**config.mk**
```make
export PLATFORM = sky130hd
export DESIGN_NAME = dmem_arbiter
export DESIGN_NICKNAME = d
export VERILOG_FILES = /design/src/rtl/dmem_arbiter.sv
export SDC_FILE = /design/constraint.sdc
export NUM_CORES = 1
export LEC_CHECK = 0
export ABC_AREA = 1
export CORE_MARGIN = 2
export CORE_UTILIZATION = 37
export DETAILED_ROUTE_END_ITERATION = 7
export PLACE_DENSITY = 0.9
export RECOVER_POWER = 25
export REMOVE_ABC_BUFFERS = 1
export SYNTH_ARGS = -nofsm -noshare
export SYNTH_HDL_FRONTEND = slang
export SYNTH_SLANG_ARGS = --single-unit
```
**constraint.sdc**
```tcl
create_clock -name clk -period 2.5 [get_ports clk]
set_input_delay 0.625 -clock clk [delete_from_list [all_inputs] [get_ports clk]]
set_output_delay 0.625 -clock clk [all_outputs]
set_load 0.01 [all_outputs]
```
**src/rtl/dmem_arbiter.sv**
```systemverilog
// Data-memory port arbiter between the core MEM stage and a debug master.
// Grants are combinational; read data is routed back to the owner one cycle later.
module dmem_arbiter #(
  parameter int ADDR_W     = 9,
  parameter int DATA_W     = 32,
  parameter int STARVE_MAX = 4,
  parameter int LOCK_MAX   = 8
) (
  input  logic              clk,
  input  logic              reset,
  input  logic              core_req,
  input  logic              core_we,
  input  logic [ADDR_W-1:0] core_addr,
  input  logic [DATA_W-1:0] core_wdata,
  input  logic [2:0]        core_funct3,
  output logic              core_stall,
  output logic              core_rvalid,
  output logic [DATA_W-1:0] core_rdata,
  input  logic              dbg_req,
  input  logic              dbg_we,
  input  logic              dbg_lock,
  input  logic [ADDR_W-1:0] dbg_addr,
  input  logic [DATA_W-1:0] dbg_wdata,
  output logic              dbg_gnt,
  output logic              dbg_rvalid,
  output logic [DATA_W-1:0] dbg_rdata,
  output logic              mem_rd,
  output logic              mem_wr,
  output logic [ADDR_W-1:0] mem_addr,
  output logic [DATA_W-1:0] mem_wdata,
  output logic [2:0]        mem_funct3,
  input  logic [DATA_W-1:0] mem_rdata
);

  localparam int SW = $clog2(STARVE_MAX + 1);
  localparam int LW = $clog2(LOCK_MAX + 1);

  typedef enum logic [1:0] {OWN_NONE, OWN_CORE, OWN_DBG} owner_e;

  owner_e            rd_owner, rd_owner_nxt;
  logic [SW-1:0]     starve_cnt, starve_nxt;
  logic [LW-1:0]     lock_cnt, lock_cnt_nxt;
  logic              lock_own, lock_own_nxt;
  logic              lock_spent, dbg_prio, core_win, dbg_win;
  logic [DATA_W-1:0] core_rdata_q, dbg_rdata_q;

  // Grant and memory-port drive. Raw wins follow inputs even in reset; only
  // the strobes and handshakes are masked so nothing reaches memory.
  always_comb begin
    lock_spent = (lock_cnt == LW'(LOCK_MAX));
    dbg_prio   = (starve_cnt == SW'(STARVE_MAX)) || (lock_own && !lock_spent);
    core_win   = core_req && !(dbg_req && dbg_prio);
    dbg_win    = dbg_req && !core_win;

    // NOTE: every combinational output gets a default first so no path can infer a latch.
    mem_rd     = 1'b0;
    mem_wr     = 1'b0;
    mem_addr   = '0;
    mem_wdata  = '0;
    mem_funct3 = 3'b000;
    if (core_win) begin
      mem_rd     = !core_we && !reset;
      mem_wr     = core_we && !reset;
      mem_addr   = core_addr;
      mem_wdata  = core_wdata;
      mem_funct3 = core_funct3;
    end else if (dbg_win) begin
      mem_rd     = !dbg_we && !reset;
      mem_wr     = dbg_we && !reset;
      mem_addr   = dbg_addr;
      mem_wdata  = dbg_wdata;
      mem_funct3 = 3'b010;
    end

    core_stall = core_req && !core_win && !reset;
    dbg_gnt    = dbg_win && !reset;
  end

  // Fairness counters and read-return owner.
  always_comb begin
    starve_nxt   = '0;
    lock_own_nxt = lock_own;
    lock_cnt_nxt = lock_cnt;
    rd_owner_nxt = OWN_NONE;

    if (dbg_req && !dbg_win)
      starve_nxt = (starve_cnt == SW'(STARVE_MAX)) ? starve_cnt : starve_cnt + SW'(1);

    if (!dbg_req || !dbg_lock) begin
      lock_own_nxt = 1'b0;
      lock_cnt_nxt = '0;
    end else if (dbg_win) begin
      lock_own_nxt = 1'b1;
      lock_cnt_nxt = lock_spent ? lock_cnt : lock_cnt + LW'(1);
    end else if (core_win) begin
      // The forced core slot keeps ownership so the burst resumes right after it.
      lock_own_nxt = lock_spent;
      lock_cnt_nxt = '0;
    end

    if (core_win && !core_we)
      rd_owner_nxt = OWN_CORE;
    else if (dbg_win && !dbg_we)
      rd_owner_nxt = OWN_DBG;
  end

  always_ff @(posedge clk) begin
    // NOTE: sequential state uses non-blocking assignments so all registers update together.
    if (reset) begin
      rd_owner     <= OWN_NONE;
      starve_cnt   <= '0;
      lock_cnt     <= '0;
      lock_own     <= 1'b0;
      // NOTE: the held read data is reset so a returned word never leaks across reset.
      core_rdata_q <= '0;
      dbg_rdata_q  <= '0;
    end else begin
      rd_owner   <= rd_owner_nxt;
      starve_cnt <= starve_nxt;
      lock_cnt   <= lock_cnt_nxt;
      lock_own   <= lock_own_nxt;
      if (rd_owner == OWN_CORE) core_rdata_q <= mem_rdata;
      if (rd_owner == OWN_DBG)  dbg_rdata_q  <= mem_rdata;
    end
  end

  assign core_rvalid = (rd_owner == OWN_CORE);
  assign dbg_rvalid  = (rd_owner == OWN_DBG);
  assign core_rdata  = core_rvalid ? mem_rdata : core_rdata_q;
  assign dbg_rdata   = dbg_rvalid ? mem_rdata : dbg_rdata_q;

endmodule

```
==> impl_metrics.yaml <==
layout:
  area_growth_pct: 90.7
  final_area_um2: 7000
  most-common-layout-cells: "122 x clkdlybuf4s50_1, 78 x inv_1, 71 x nor2_1"
  fin_nets: 879
  layout_commonest_cell: "clkdlybuf4s50_1"
  diodes: 0
  layout-drive-gt1-share_pct: 31.6
logic_synthesis:
  synth_area_leaders: "dfxtp_1 40%, or2_2 11%, o21ai_0 8.5%, inv_1 8.4%, nor2_1 7.4%"
  synth.distinct_cells: 30
  postSynthAreaPerCell_um2: 7.71
  yosysSeqAreaShare_pct: 40.4
  synth-warning-count: 0
  syn_area_um2: 3670
  synth_top_area_share_pct: 40.4
  netlist_instances: 476
  ys_ff_latch: 74
  synth_top_cell_by_area: "dfxtp_1"
placement:
  dp_hpwl_mm: 10.6
  port_buffers: 237
  gp_congestion: 0.867
  place_area_um2: 6320
die:
  coreArea_um2: 9680
  rows: 36
  start_util_pct: 37.9
  die_w_um: 104
  pin_count: 238
  dieArea_um2: 10700
  fp.dieH_um: 104
detailed_routing:
  ant_nets: 0
  drtIter0Drc: 261
  drt_first_pass_iters: 5
  vias_per_cell: 5.04
  drc: 0
  routedWlPerCell_um: 18.3
  route.vias.total: 4485
  routed_wl_mm: 16.3
global_routing:
  grt_pass1_wl_mm: 24.2
  grt_busiest_layer: "met2"
  first_global_vias: 4552
  antenna_found_initial: 0
  grt_max_degree: 66
  use_met2_pct: 49.1
  met3_usage_pct: 8.06
  grt.overflow.total: 0
  use_met1_pct: 35.2
  grt_usage_pct: 28.5
critical_path:
  worstReg2RegStart: "lock_cnt[0]"
  critPathMaxFanout: 5
  worstPathRequired_ns: 1.88
  crit_arrival_ns: 1.94
  reg2reg_to: "starve_cnt[1]"
  critPathCaptureType: "output pin"
  rr_worst_depth: 11
  reg2reg_slack_ns: 0.82
  cp-start-kind: "register"
  crit_type: "reg2out"
timing:
  max_freq_mhz: 390
  maxSlewViolCount: 0
  whs_ns: 0.529
  finalSetupViolCount: 16
  timing.slew.headroom_pct: 11.9
  skew_ns: 0.00723
  period_needed_ns: 2.56
  worst_slew_pin_slew_ns: 1.32
  fin_ws_ns: -0.0632
  period_share_pct: 103
  hold_viol: 0
  rsz0062_at_grt: "true"
pwr:
  combinationalPowerShare_pct: 31.4
  pwr-share-clk_pct: 29.7
  max-vdd-ir-drop_uv: 350
  p_int_w: 0.00226
  powerDensity_nw_per_um2: 454
  p_sw_share_pct: 28.9
  pwr-share-seq_pct: 38.9
  p_switching_w: 0.000920
  leakage_nw: 4.03
clocking:
  htreeDepth: 3
  cts-root-buf: "clkbuf_8"
  cts_sinks: 74
  clock_path_buffers: 2
  insertion_delay_ns: 0.34
  cts_buffers: 9
  cts_tree: "done"
  clk_pin_slew_worst_paths_ns: 0.08
hold_path:
  min_delay_path_depth: 2
  hold_end: "starve_cnt[0]"
  min-delay-start: "starve_cnt[0]"
  hp-class: "reg2reg"
status:
  status: "finished, violations left"
  violations: "negative setup slack"
flow_run:
  max_cap_viol_count: 0
[registers in the layout, summed over array words and instances, names as in the netlist]
signal	count
starve_cnt	3
dbg_rdata_q	32
lock_own	1
lock_cnt	4
rd_owner	2
core_rdata_q	32
[cells by family (layout without fill, tap and decap cells)]
family	Yosys count	count (layout)	synth area share, %
flops	74	74	40.4
simple gates	165	165	22.8
compound gates	118	118	21.9
fa+ha+maj	4	4	1.36
buf+inv	112	392	12.8
xor+xnor	3	3	0.716
[through the flow]
| step | worst slack, ns | power (W) | utilization [%] | instances | setup TNS (ns) |
|---|---|---|---|---|---|
| after detailed placement | -0.654 | 0.00217 | 65.2 | 848 | -26.33 |
| after CTS | -0.0760 | 0.00317 | 71.1 | 887 | -1.66 |
| final | -0.0632 | 0.00318 | 72.3 | 889 | -0.248 |
| after global routing | -0.111 | 0.00333 | 72.3 | 889 | -4.14 |
| after global placement | -0.664 | 0.00214 | 65.2 | 848 | -23.70 |
| after floorplan | -0.168 | 0.00158 | - | 447 | -5.42 |
[power by group through the flow]
stage,clock network [W],logic [W],registers [W]
final,0.000945,0.000998,0.00124
after global placement,0,0.000881,0.00126
after detailed placement,0,0.000905,0.00126
after global routing,0.00103,0.00105,0.00124
after floorplan,0,0.000320,0.00126
after CTS,0.000969,0.000968,0.00124
[routing by layer]
| layer | vias up | share of wire [%] |
|---|---|---|
| li1 | 2072 | - |
| met1 | 2164 | 40 |
| met2 | 215 | 50 |
| met3 | 34 | 7.5 |
| met4 | 0 | 2.2 |
| met5 | - | 0 |
[layout make-up]
cell class	count	area, µm²
timing repair buffer	293	2900
fill	716	2690
multi-input combinational	290	1930
sequential	74	1490
inverter	83	312
tap	133	166
clock buffer	10	128
clock inverter	6	75.1
[worst max-delay path by stage]
stage	startpoint	endpoint	depth (start not counted)
finish	starve_cnt[0]	mem_wdata[2]	8
global route	lock_cnt[0]	mem_wdata[2]	9
CTS	lock_cnt[1]	mem_wdata[3]	11
detailed placement	dbg_req	mem_wr	6
global placement	dbg_req	mem_wr	6
floorplan	rd_owner[0]	core_rdata[0]	5
[worst max-delay path: stages (launching register included)]
cell       delay (ns)
dfxtp_2          0.33
inv_1            0.09
ha_4             0.15
nand2_4          0.07
a31oi_4          0.31
buf_12           0.18
clkbuf_16        0.15
a22o_1           0.16
buf_2            0.16
[cell usage after synthesis]
| library cell | number |
|---|---|
| a21oi_4 | 1 |
| inv_2 | 1 |
| a21oi_2 | 1 |
| a22o_2 | 11 |
| o22ai_2 | 1 |
| nor2_1 | 72 |
| o31ai_1 | 1 |
| o21ai_0 | 62 |
| nand3_2 | 1 |
| nor2_2 | 1 |
| buf_1 | 2 |
| ha_1 | 4 |
| a21oi_1 | 4 |
| or2_2 | 65 |
| xnor2_1 | 1 |
| nand2_1 | 13 |
| nand3_1 | 8 |
| nor3_1 | 1 |
| nand2_4 | 3 |
| o21ai_1 | 4 |
| a31oi_4 | 1 |
| o211ai_1 | 2 |
| nand3_4 | 1 |
| a22o_1 | 30 |
| dfxtp_1 | 74 |
| xor2_1 | 2 |
| clkbuf_1 | 18 |
| inv_1 | 82 |
| buf_2 | 3 |
| buf_6 | 6 |
[timing repair]
item,4_1_cts,5_1_grt
gates cloned,9,4
resized for setup,322,64
pin swaps,27,24
setup buffers,16,3
setup endpoints to repair,110,71
hold buffers,0,0
Power figures use the tool's default switching activity.
